[config.mk]
export PLATFORM = sky130hd
export DESIGN_NAME = idli_sqi_rbuf_m_flat
export DESIGN_NICKNAME = d
export VERILOG_FILES = /design/src/rtl/idli_sqi_rbuf_m_if.sv /design/src/rtl/idli_sqi_rbuf_m.sv /design/src/flat_wrapper.sv
export SDC_FILE = /design/constraint.sdc
export NUM_CORES = 1
export LEC_CHECK = 0
export CORE_MARGIN = 1.5
export CORE_UTILIZATION = 44
export CTS_BUF_LIST = sky130_fd_sc_hd__clkbuf_4
export DETAILED_ROUTE_END_ITERATION = 10
export GPL_ROUTABILITY_DRIVEN = 0
export PLACE_DENSITY_LB_ADDON = 0.15
export SYNTH_ARGS = -nofsm -noshare
export SYNTH_HDL_FRONTEND = slang
export SYNTH_SLANG_ARGS = --single-unit
[constraint.sdc]
create_clock -name i_sqi_gck -period 5.5 [get_ports i_sqi_gck]
set_input_delay 1.1 -clock i_sqi_gck [delete_from_list [all_inputs] [get_ports i_sqi_gck]]
set_output_delay 1.1 -clock i_sqi_gck [all_outputs]
set_load 0.02 [all_outputs]
[src/rtl/idli_sqi_rbuf_m_if.sv]
// Bundle of the SQI reorder-buffer control, write and read signals between
// the pad side (master) and the buffer (slave).
//
// Handshake: a write is announced by i_sqi_wr_en and its nibble follows on
// i_sqi_data one cycle later; a read pops o_sqi_data at any edge where
// i_sqi_rd_en=1 and o_sqi_valid=1, and o_sqi_valid acts as the read-side valid.
interface idli_sqi_rbuf_m_if #(
   parameter int WIDTH = 4
);
   localparam int CW = $clog2(WIDTH + 1);

   logic          i_sqi_clr;
   logic          i_sqi_mode;
   logic          i_sqi_wr_en;
   logic [3:0]    i_sqi_data;
   logic          i_sqi_rd_en;
   logic [3:0]    o_sqi_data;
   logic          o_sqi_valid;
   logic          o_sqi_full;
   logic [CW-1:0] o_sqi_count;
   logic          o_sqi_err;

   modport master (
      output i_sqi_clr, i_sqi_mode, i_sqi_wr_en, i_sqi_data, i_sqi_rd_en,
      input  o_sqi_data, o_sqi_valid, o_sqi_full, o_sqi_count, o_sqi_err
   );

   modport slave (
      input  i_sqi_clr, i_sqi_mode, i_sqi_wr_en, i_sqi_data, i_sqi_rd_en,
      output o_sqi_data, o_sqi_valid, o_sqi_full, o_sqi_count, o_sqi_err
   );
endinterface

[src/rtl/idli_sqi_rbuf_m.sv]
// Nibble reorder buffer: circular store read back either LIFO (reversed)
// or FIFO (in order), with one-cycle-delayed write data and sticky error flag.
module idli_sqi_rbuf_m #(
   parameter int WIDTH = 4
) (
   input  logic                   i_sqi_gck,
   input  logic                   i_sqi_rst_n,
   idli_sqi_rbuf_m_if.slave       sqi
);
   typedef logic [3:0] sqi_data_t;

   localparam int           CW  = $clog2(WIDTH + 1);
   localparam int           PW  = $clog2(WIDTH);
   localparam logic [CW:0]  W_X = (CW + 1)'(WIDTH);
   localparam logic [CW-1:0] W_C = CW'(WIDTH);

   sqi_data_t     mem_q [WIDTH];
   logic [PW-1:0] head_q;
   logic [CW-1:0] count_q;
   logic          wr_pend_q;
   logic          mode_q;
   logic          err_q;

   // Modulo-WIDTH add; operands never exceed 2*WIDTH-1 so one subtract suffices.
   function automatic logic [PW-1:0] wrap_add(input logic [PW-1:0] base,
                                              input logic [CW-1:0] off);
      logic [CW:0] s;
      s = {{(CW + 1 - PW){1'b0}}, base} + {1'b0, off};
      if (s >= W_X) s = s - W_X;
      return s[PW-1:0];
   endfunction

   logic          empty, full, push, pop, overflow, underflow, mem_we;
   logic [CW-1:0] top_off;
   logic [PW-1:0] push_slot, top_slot, rd_slot, head_inc, mem_wa;

   assign empty     = (count_q == '0);
   assign full      = (count_q == W_C);
   assign push      = wr_pend_q;
   assign pop       = sqi.i_sqi_rd_en && !empty;
   assign overflow  = push && full && !pop;
   assign underflow = sqi.i_sqi_rd_en && empty;

   assign top_off   = empty ? '0 : count_q - CW'(1);
   assign push_slot = wrap_add(head_q, count_q);
   assign top_slot  = wrap_add(head_q, top_off);
   assign head_inc  = wrap_add(head_q, CW'(1));
   assign rd_slot   = mode_q ? head_q : top_slot;

   // In LIFO a simultaneous push lands on the slot being popped.
   assign mem_we    = push && !sqi.i_sqi_clr && (!full || pop);
   assign mem_wa    = (pop && !mode_q) ? top_slot : push_slot;

   always_ff @(posedge i_sqi_gck) begin
      if (mem_we) mem_q[mem_wa] <= sqi.i_sqi_data;
   end

   always_ff @(posedge i_sqi_gck or negedge i_sqi_rst_n) begin
      if (!i_sqi_rst_n) begin
         head_q    <= '0;
         count_q   <= '0;
         wr_pend_q <= 1'b0;
         mode_q    <= 1'b0;
         err_q     <= 1'b0;
      end else if (sqi.i_sqi_clr) begin
         head_q    <= '0;
         count_q   <= '0;
         wr_pend_q <= 1'b0;
         err_q     <= 1'b0;
      end else begin
         wr_pend_q <= sqi.i_sqi_wr_en;
         if (overflow || underflow) err_q <= 1'b1;
         if (push && empty) mode_q <= sqi.i_sqi_mode;
         if (pop && mode_q) head_q <= head_inc;
         if (push && !pop && !full) count_q <= count_q + CW'(1);
         else if (pop && !push)     count_q <= count_q - CW'(1);
      end
   end

   assign sqi.o_sqi_data  = empty ? 4'h0 : mem_q[rd_slot];
   assign sqi.o_sqi_valid = !empty;
   assign sqi.o_sqi_full  = full;
   assign sqi.o_sqi_count = count_q;
   assign sqi.o_sqi_err   = err_q;
endmodule

[src/flat_wrapper.sv]
// flat-port wrapper written by rule: the top's interface ports become plain ports
module idli_sqi_rbuf_m_flat 
#(
   parameter int WIDTH = 4
)
  (i_sqi_gck, i_sqi_rst_n, sqi_i_sqi_clr, sqi_i_sqi_mode, sqi_i_sqi_wr_en, sqi_i_sqi_data, sqi_i_sqi_rd_en, sqi_o_sqi_data, sqi_o_sqi_valid, sqi_o_sqi_full, sqi_o_sqi_count, sqi_o_sqi_err);
  idli_sqi_rbuf_m_if #(.WIDTH(WIDTH)) sqi_i ();
  input  logic i_sqi_gck;
  input  logic i_sqi_rst_n;
  input wire logic [$bits(sqi_i.i_sqi_clr)-1:0] sqi_i_sqi_clr;
  input wire logic [$bits(sqi_i.i_sqi_mode)-1:0] sqi_i_sqi_mode;
  input wire logic [$bits(sqi_i.i_sqi_wr_en)-1:0] sqi_i_sqi_wr_en;
  input wire logic [$bits(sqi_i.i_sqi_data)-1:0] sqi_i_sqi_data;
  input wire logic [$bits(sqi_i.i_sqi_rd_en)-1:0] sqi_i_sqi_rd_en;
  output wire logic [$bits(sqi_i.o_sqi_data)-1:0] sqi_o_sqi_data;
  output wire logic [$bits(sqi_i.o_sqi_valid)-1:0] sqi_o_sqi_valid;
  output wire logic [$bits(sqi_i.o_sqi_full)-1:0] sqi_o_sqi_full;
  output wire logic [$bits(sqi_i.o_sqi_count)-1:0] sqi_o_sqi_count;
  output wire logic [$bits(sqi_i.o_sqi_err)-1:0] sqi_o_sqi_err;
  assign sqi_i.i_sqi_clr = sqi_i_sqi_clr;
  assign sqi_i.i_sqi_mode = sqi_i_sqi_mode;
  assign sqi_i.i_sqi_wr_en = sqi_i_sqi_wr_en;
  assign sqi_i.i_sqi_data = sqi_i_sqi_data;
  assign sqi_i.i_sqi_rd_en = sqi_i_sqi_rd_en;
  assign sqi_o_sqi_data = sqi_i.o_sqi_data;
  assign sqi_o_sqi_valid = sqi_i.o_sqi_valid;
  assign sqi_o_sqi_full = sqi_i.o_sqi_full;
  assign sqi_o_sqi_count = sqi_i.o_sqi_count;
  assign sqi_o_sqi_err = sqi_i.o_sqi_err;
  idli_sqi_rbuf_m #(.WIDTH(WIDTH)) u_core (.i_sqi_gck(i_sqi_gck), .i_sqi_rst_n(i_sqi_rst_n), .sqi(sqi_i));
endmodule
Word level (Yosys, flattened, before mapping)
Memories as Yosys holds them, arrays and structs flattened.
Index checks and enable logic that the tools add are counted.
{"block": "totals", "register_bits": 8, "latch_bits": 0, "ram_bits": 16, "rom_bits": 0, "output_inout_bits": 10, "mem_count": 1}
{"block": "op_classes", "add_sub_neg": 8, "n_mul": 0, "n_div": 0, "magnitude_cmp": 3, "eq_ne": 1, "n_shift": 0, "n_mux": 17, "n_bitwise": 1, "reduce_logical": 25}
{"name": "u_core.mem_q", "words": 4, "word_bits": 4, "rd": 1, "rd_clocked_by_memory_dff": 0, "write_ports": 1, "line": "idli_sqi_rbuf_m.sv:17", "source": "sqi_data_t mem_q [WIDTH];"}
{"cell": "2-to-1 mux 2 bit", "n": 7}
{"cell": "logical AND 1 bit", "n": 12}
{"cell": "2-to-1 mux 3 bit", "n": 4}
{"cell": "adder 2 x 3 -> 4 bit", "n": 2}
{"cell": ">= comparator 4 x 3 -> 1 bit (second input constant)", "n": 2}
{"cell": "logical NOT 1 bit", "n": 6}
{"cell": "subtractor 2 x 1 -> 2 bit (second input constant)", "n": 3}
{"cell": "2-to-1 mux 1 bit", "n": 5}
{"cell": "2-to-1 mux 4 bit", "n": 1}
{"cell": "nonzero test 2 bit", "n": 2}
{"cell": "adder 2 x 1 -> 3 bit (second input constant)", "n": 1}
{"cell": "adder 3 x 1 -> 3 bit (second input constant)", "n": 1}
{"cell": "== test 3 bit (second input constant)", "n": 1}
{"cell": ">= comparator 3 bit (second input constant)", "n": 1}
{"cell": "logical NOT 3 bit", "n": 1}
{"cell": "nonzero test 3 bit", "n": 1}
{"cell": "subtractor 3 x 1 -> 3 bit (second input constant)", "n": 1}
{"cell": "logical OR 1 bit", "n": 2}
{"cell": "AND reduction 2 bit", "n": 1}
{"cell": "inverter 1 bit", "n": 1}

Logic depth before layout (Yosys ltp)
Gate-level depths: netlist of the first run.
{"block": "logic_depth", "depth_word": 8, "mapped_depth": 11, "ltp_nobuf": 9}

Worst setup path before layout of the first run
No wires, ideal clock.
{"block": "synth_timing", "kind": "register -> output", "start": "reg u_core.count_q[0] (netlist: u_core.sqi.o_sqi_count[0])", "end": "out sqi_o_sqi_data[1]", "t_arrival_ns": 2.681, "required_ns": 4.400, "path_slack_ns": 1.719, "stages_incl_launch_ff": 12, "n_path_buf": 2, "cell_sequence": "dfrtp_1 -> inv_1 -> ha_1 -> buf_6 -> nor2b_4 -> clkbuf_1 -> nor2_1 -> ha_1 -> mux2i_4 -> mux2i_1 -> nor2_1 -> mux2_1"}
{"block": "synth_between", "elab_chain_len": 8}
{"element": "start: declaration", "line": "idli_sqi_rbuf_m.sv:19", "source": "logic [CW-1:0] count_q;"}
{"element": "start signal: assignment", "line": "idli_sqi_rbuf_m.sv:75", "source": "if (push && !pop && !full) count_q <= count_q + CW'(1);"}
{"element": "start signal: assignment", "line": "idli_sqi_rbuf_m.sv:76", "source": "else if (pop && !push) count_q <= count_q - CW'(1);"}
{"element": "subtractor 3 x 1 -> 3 bit / logical NOT 3 bit (equally long branches)", "line": "idli_sqi_rbuf_m.sv:44, idli_sqi_rbuf_m.sv:37"}
{"element": "2-to-1 mux 3 bit", "line": "idli_sqi_rbuf_m.sv:44", "source": "assign top_off = empty ? '0 : count_q - CW'(1);"}
{"element": "adder 2 x 3 -> 4 bit", "line": "idli_sqi_rbuf_m.sv:28", "source": "s = {{(CW + 1 - PW){1'b0}}, base} + {1'b0, off};"}
{"element": ">= comparator 4 x 3 -> 1 bit / subtractor 2 x 1 -> 2 bit (equally long branches)", "line": "idli_sqi_rbuf_m.sv:29", "source": "if (s >= W_X) s = s - W_X;"}
{"element": "2-to-1 mux 2 bit", "line": "idli_sqi_rbuf_m.sv:29"}
{"element": "2-to-1 mux 2 bit", "line": "idli_sqi_rbuf_m.sv:48", "source": "assign rd_slot = mode_q ? head_q : top_slot;"}
{"element": "memory read (4 x 4 bit)"}
{"element": "2-to-1 mux 4 bit *", "line": "idli_sqi_rbuf_m.sv:80", "source": "assign sqi.o_sqi_data = empty ? 4'h0 : mem_q[rd_slot];"}
{"element": "end: declaration", "line": "flat_wrapper.sv:15", "source": "output wire logic [$bits(sqi_i.o_sqi_data)-1:0] sqi_o_sqi_data;"}
Mark *: on every way between the ends. The rest lies on a longest branch, timed or not.

Final worst setup path of the first run
{"block": "layout_timing", "start": "reg u_core.count_q[0] (netlist: u_core.sqi.o_sqi_count[0])", "end": "out sqi_o_sqi_data[3]"}
Same word-level chain as after synthesis.

==> qor.yml, run 1 <==
floorplan:
  io_pins: 20
  fp-row-count: 20
  die_height_um: 59.91
  die_width_um: 59.91
  start_util: 0.4668
  core_region_area_um2: 3053
  die-area_um2: 3589
synth:
  syn_inst: 129
  synth_adder_area_share: 0.05268
  avgSynthCellArea_um2: 11.05
  synth.distinct_cells: 39
  synth_fp_nets: 145
  synth_xor_xnor_area_share: 0.04302
  yosysWarnings: 0
  synthSimpleGateAreaFrac: 0.1519
  netlist_area_um2: 1425
  ys_ff_latch: 24
  synth_compound_area_frac: 0.1027
  yosysSeqAreaShare: 0.4776
  muxShareOfSynthArea: 0.1282
  synth_top_family_by_area: "simple AND/OR/NAND/NOR gates"
setup_path:
  cp-startpoint: "u_core.sqi.o_sqi_count[0]"
  path_depth: 10
  path_cells: "inv_1 > ha_1 > nor2b_4 > nor2_1 > ha_1 > mux2i_4 > mux2i_1 > nor2_1 > mux2_1 > clkdlybuf4s50_1"
  reg2reg_to: "u_core.mem_q[1][2]"
  critPathLaunchType: "register"
  crit_end: "sqi_o_sqi_data[3]"
  rrSetupSlack_ns: 2.19
  worst-r2r-cell-count: 8
  worstPathRequired_ns: 4.40
  cp_num_buf_inv: 2
  cp_slowest_cell: "clkdlybuf4s50_1"
  slowest_delay_ns: 0.54
  worst-path-max-fanout: 14
  critical_path_class: "reg -> out"
  crit_path_end_kind: "output pin"
  cp.arrival_ns: 3.64
  cp_top_family: "multiplexers"
  rr_startpoint: "u_core.sqi.o_sqi_count[0]"
flow_run:
  maxCapViolCount: 0
grt:
  gr-total-overflow: 0
  grt_pass1_vias: 965
  grt_max_degree: 15
  grt_pass1_wl_um: 4733
  grt_use_total: 0.1832
  antenna_found_initial: 0
sta:
  rsz0062_at_grt: "no"
  period_share: 0.8626
  finalWorstSetupSlack_ns: 0.7556
  worst_pin_slew_ns: 0.7844
  fin_crit_ns: 4.744
  fin_skew_ns: 0.006491
  setup_viol: 0
  finalSetupTns_ns: 0
  whs_ns: 0.5293
  drv_slew: 0
  relSlewSlack: 0.4730
  fmax_mhz: 210.8
  hold_violations: 0
route:
  vias: 1015
  drtAntennaViolNets: 0
  drt_pass1_iterations: 4
  viasPerCell: 5.399
  drt_wl_total_um: 2845
  wl_per_cell_um: 15.13
  first_iter_violations: 21
  drc: 0
final_layout:
  fin_cells: 188
  seqCellArea_um2: 680.7
  final_cell_mix: "nor2_1, clkdlybuf4s50_1, edfxtp_1"
  post-route-util: 0.5488
  final_area_um2: 1675
  multi_input_area_um2: 681.9
  drive_gt1_frac: 0.06944
  area_delta_synth_final_pct: 17.56
  mostFrequentLayoutCell: "nor2_1"
  nFillCells: 278
  nNetsFinal: 161
  antenna_cells: 0
placed_design:
  dp_hpwl_um: 2060
  pre_cts_slack_ns: 1.112
  io_buffers: 19
  placed_cell_area_um2: 1623
  place_inst: 184
power:
  totalPowerFinal_mw: 0.6410
  p_per_area_nw_per_um2: 382.6
  pwr-share-clk: 0.203
  power.internal_mw: 0.4103
  ir_worst_vdd_mv: 0.1802
  pwr-share-seq: 0.370
  comb_power_share: 0.427
  p_leak_nw: 0.6812
  p_sw_mw: 0.2307
  sw_frac_of_total: 0.3599
clocking:
  clock_latency_ns: 0.32
  cts_resized: 0
  cts_tree: "built"
  clk_pin_slew_ns: 0.13
  cts_hold_buf: 0
  cts.sinks: 24
  htree_levels: 1
  cts_setup_buffers: 0
  cts_made_buffers: 3
  cts_root_buf: "clkbuf_4"
  cts_buffer_depth: 2
min_path:
  worstHoldStart: "u_core.sqi.o_sqi_err"
  hold_class: "reg -> reg"
outcome:
  status: "finished, final reports clean"
[synthesized netlist by cell type, drive strengths merged]
| cell | n | area share |
|---|---|---|
| and3 | 1 | 0.0044 |
| a21oi | 6 | 0.021 |
| a311oi | 1 | 0.0061 |
| o21ai | 5 | 0.018 |
| a21boi | 1 | 0.0053 |
| nor2 | 20 | 0.053 |
| a311o | 1 | 0.0070 |
| ha | 6 | 0.053 |
| xor2 | 5 | 0.031 |
| dfrtp | 8 | 0.14 |
| or3b | 1 | 0.0061 |
| o311a | 1 | 0.0070 |
| o32ai | 1 | 0.0061 |
| xnor2 | 2 | 0.012 |
| nand2b | 2 | 0.0088 |
| a211oi | 1 | 0.0053 |
| nor3 | 3 | 0.011 |
| mux2i | 11 | 0.089 |
| nand3 | 5 | 0.018 |
| buf | 6 | 0.028 |
| a221oi | 1 | 0.0061 |
| mux2 | 5 | 0.040 |
| and2 | 1 | 0.0053 |
| inv | 4 | 0.011 |
| nor2b | 6 | 0.032 |
| nand4 | 1 | 0.0044 |
| edfxtp | 16 | 0.34 |
| clkbuf | 2 | 0.0053 |
| nand3b | 2 | 0.011 |
| a31oi | 1 | 0.0044 |
| a21o | 2 | 0.011 |
| o311ai | 1 | 0.0061 |
[area by class of cell]
cell class / instances / share of cell area
clock buffers: 3 / 0.01344
clock inverters: 1 / 0.01792
inverters: 4 / 0.008962
multi-input cells: 93 / 0.4070
flip-flops and latches: 24 / 0.4063
well taps: 44 / 0.03286
repair buffers: 19 / 0.1135
[worst register-to-register path: cells and delay by family (launching register included)]
family          cells  cell delay (ns)
xor+xnor            1             0.20
buf+inv             1             0.12
compound gates      1             0.37
fa+ha+maj           2             0.61
flops               1             0.50
simple gates        3             1.17
[metal layers]
layer,track usage,part of all wire
met1,0.2705,0.47
met3,0.02814,0.056
met5,0,0
met4,0.09524,0.024
met2,0.2578,0.45
[sequential cells by signal (all words and copies together), names as in the netlist]
register / flops
u_core.sqi.o_sqi_count: 3
u_core.sqi.o_sqi_err: 1
u_core.head_q: 2
u_core.mem_q: 16
u_core.push: 1
u_core.mode_q: 1
[worst min path at each step]
stage	endpoint	slack, ns	cells after the start
4_1_cts	u_core.sqi.o_sqi_err	0.54	2
5_1_grt	u_core.sqi.o_sqi_err	0.57	2
3_3_place_gp	u_core.sqi.o_sqi_err	0.49	2
6_report	u_core.sqi.o_sqi_err	0.53	2
2_1_floorplan	u_core.sqi.o_sqi_err	0.59	2
3_5_place_dp	u_core.sqi.o_sqi_err	0.50	2
[cells by family (layout without fill, tap and decap cells)]
kind of cell / count (synthesis) / in the layout
and+or+nand+nor: 42 / 42
DFF: 24 / 24
AOI/OAI and AO/OA: 22 / 22
muxes: 16 / 16
buffers and inverters: 12 / 27
xor gates and xnor gates: 7 / 7
adders and majority gates: 6 / 6
[power groups by stage]
| stage | registers [mW] | logic, mW | clock network, mW |
|---|---|---|---|
| floorplan | 0.230 | 0.211 | 0 |
| global placement | 0.240 | 0.265 | 0 |
| detailed placement | 0.240 | 0.274 | 0 |
| CTS | 0.237 | 0.276 | 0.132 |
| global route | 0.240 | 0.300 | 0.143 |
| finish | 0.237 | 0.274 | 0.130 |
Note: power is estimated with default switching activity, not from simulation.
==> inputs of run 2 (changes only) <==
==> constraint.sdc (replaced) <==
create_clock -name i_sqi_gck -period 5.5 [get_ports i_sqi_gck]
set_input_delay 1.1 -clock i_sqi_gck [delete_from_list [all_inputs] [get_ports i_sqi_gck]]
set_output_delay 1.1 -clock i_sqi_gck [all_outputs]
set_load 0.005 [all_outputs]
==> qor.yml, run 2 (synthesis gave the netlist of run 1 again) <==
sta:
  finalWorstSetupSlack_ns: 0.8366  # +0.08102 ns
  fin_crit_ns: 4.663  # -0.08102 ns
  hold_violations: 0  # unchanged
  relSlewSlack: 0.4859  # +0.01288
  period_share: 0.8479  # -0.01473
  drv_slew: 0  # unchanged
  rsz0062_at_grt: "no"
  fmax_mhz: 214.4  # +1.7%
  finalSetupTns_ns: 0  # unchanged
  worst_pin_slew_ns: 0.7653  # -0.01917 ns
  whs_ns: 0.5236  # -0.005674 ns
  fin_skew_ns: 0.008622  # +0.002131 ns
  setup_viol: 0  # unchanged
grt:
  gr-total-overflow: 0  # unchanged
  grt_pass1_wl_um: 4940  # +4.4%
  grt_pass1_vias: 1008  # +4.5%
  grt_max_degree: 15  # unchanged
  grt_use_total: 0.1853  # +0.002099
  antenna_found_initial: 0  # unchanged
final_layout:
  antenna_cells: 0  # unchanged
  final_cell_mix: "nor2_1, clkdlybuf4s50_1, edfxtp_1"
  largest_reg_flops: 16  # unchanged
  drive_gt1_frac: 0.06944  # unchanged
  nFillCells: 285  # +2.5%
  nNetsFinal: 161  # unchanged
  post-route-util: 0.5414  # -0.007377
  final_area_um2: 1653  # -1.3%
  fin_cells: 188  # unchanged
  mostFrequentLayoutCell: "nor2_1"
  area_delta_synth_final_pct: 15.98
  top_register: "u_core.mem_q"
floorplan:
  die_width_um: 59.91  # unchanged
  die_height_um: 59.91  # unchanged
  io_pins: 20  # unchanged
  start_util: 0.4668  # unchanged
  die-area_um2: 3589  # unchanged
  core_region_area_um2: 3053  # unchanged
  fp-row-count: 20  # unchanged
clocking:
  cts_setup_buffers: 0  # unchanged
  cts_made_buffers: 3  # unchanged
  htree_levels: 1  # unchanged
  clock_latency_ns: 0.31  # about the same
  cts_root_buf: "clkbuf_4"
  cts_buffer_depth: 2  # unchanged
  clk_pin_slew_ns: 0.13  # about the same
  cts_resized: 0  # unchanged
  cts.sinks: 24  # unchanged
  cts_tree: "built"
  cts_hold_buf: 0  # unchanged
setup_path:
  rrSetupSlack_ns: 2.19  # about the same
  worst-path-max-fanout: 14  # unchanged
  critical_path_class: "reg -> out"
  critPathLaunchType: "register"
  cp.arrival_ns: 3.56  # -0.08 ns
  crit_path_end_kind: "output pin"
  worstPathRequired_ns: 4.40  # about the same
power:
  pwr-share-seq: 0.414  # +0.044
  power.internal_mw: 0.3690  # -10%
  sw_frac_of_total: 0.3567  # -0.003259
  p_per_area_nw_per_um2: 347.0  # -9.3%
  p_leak_nw: 0.6717  # -1.4%
  totalPowerFinal_mw: 0.5735  # -11%
  pwr-share-clk: 0.149  # -0.054
  comb_power_share: 0.437  # +0.010
  p_sw_mw: 0.2046  # -11%
  ir_worst_vdd_mv: 0.1719  # -4.6%
placed_design:
  dp_hpwl_um: 2163  # +5.0%
  place_inst: 184  # unchanged
  placed_cell_area_um2: 1623  # unchanged
  pre_cts_slack_ns: 1.210  # +0.09871 ns
  io_buffers: 19  # unchanged
route:
  drtAntennaViolNets: 0  # unchanged
  first_iter_violations: 30  # +43%
  drt_wl_total_um: 2990  # +5.1%
  drt_pass1_iterations: 4  # unchanged
  vias: 1027  # +1.2%
  drc: 0  # unchanged
  wl_per_cell_um: 15.90  # +5.1%
  viasPerCell: 5.463  # +1.2%
flow_run:
  maxCapViolCount: 0  # unchanged
outcome:
  status: "finished, final reports clean"
min_path:
  hold_class: "reg -> reg"
==> run 2: path summary, 6_finish.rpt <==
check                                          start                        end  cells past startpoint
min                             u_core.sqi.o_sqi_err       u_core.sqi.o_sqi_err                      2
min in group asynchronous                i_sqi_rst_n           u_core.head_q[1]                      1
max in group asynchronous                i_sqi_rst_n  u_core.sqi.o_sqi_count[2]                      1
max reg2reg                u_core.sqi.o_sqi_count[0]         u_core.mem_q[0][2]                      8
max                        u_core.sqi.o_sqi_count[0]          sqi_o_sqi_data[2]                     10
min reg2reg                     u_core.sqi.o_sqi_err       u_core.sqi.o_sqi_err                      2
==> run 2: area by class of cell <==
type                       count  area (um2)  area share
clock buffer                   4       30.03     0.01817
inverter                       4       15.01    0.009084
multi-input combinational     93       681.9      0.4126
sequential                    24       680.7      0.4118
tap                           44       55.05     0.03331
timing repair buffer          19       190.2      0.1151
==> run 2: power by group through the flow <==
stage / sequential [mW] / combinational, mW / clock, mW
floorplan: 0.224 / 0.193 / 0
global placement: 0.239 / 0.241 / 0
detailed placement: 0.241 / 0.249 / 0
CTS: 0.237 / 0.250 / 0.0877
global route: 0.241 / 0.277 / 0.0935
finish: 0.237 / 0.251 / 0.0857
==> run 2: worst max-delay path, stage by stage (launching register included) <==
cell and delay (ns):
dfrtp_1 0.50, inv_1 0.12, ha_1 0.38, nor2b_4 0.39, nor2_1 0.11, ha_1 0.33
mux2i_4 0.37, mux2i_1 0.23, nor2_1 0.06, mux2_1 0.31, clkdlybuf4s50_1 0.46
==> run 2: metal layers <==
metal	part of all wire	vias up	global-route usage
met1	0.49	512	0.2656
met4	0.0060	0	0.04762
met3	0.032	2	0.02381
met2	0.47	17	0.2966
met5	0	-	0
li1	-	496	-
==> inputs of run 3 (changes only) <==
clock period = 4.82 ns   (was 5.5 ns; I/O delays follow)
==> results of run 3 <==
Same layout as run 2 (identical final DEF). Status: finished, final reports clean.
Among the figures that moved: setup slack after placement 1.210 ns -> 0.6664 ns; setup slack after layout 0.8366 ns -> 0.2926 ns; register-to-register setup slack 2.19 ns -> 1.51 ns; total power 0.5735 mW -> 0.6544 mW; worst IR drop on VDD 0.1719 mV -> 0.1962 mV
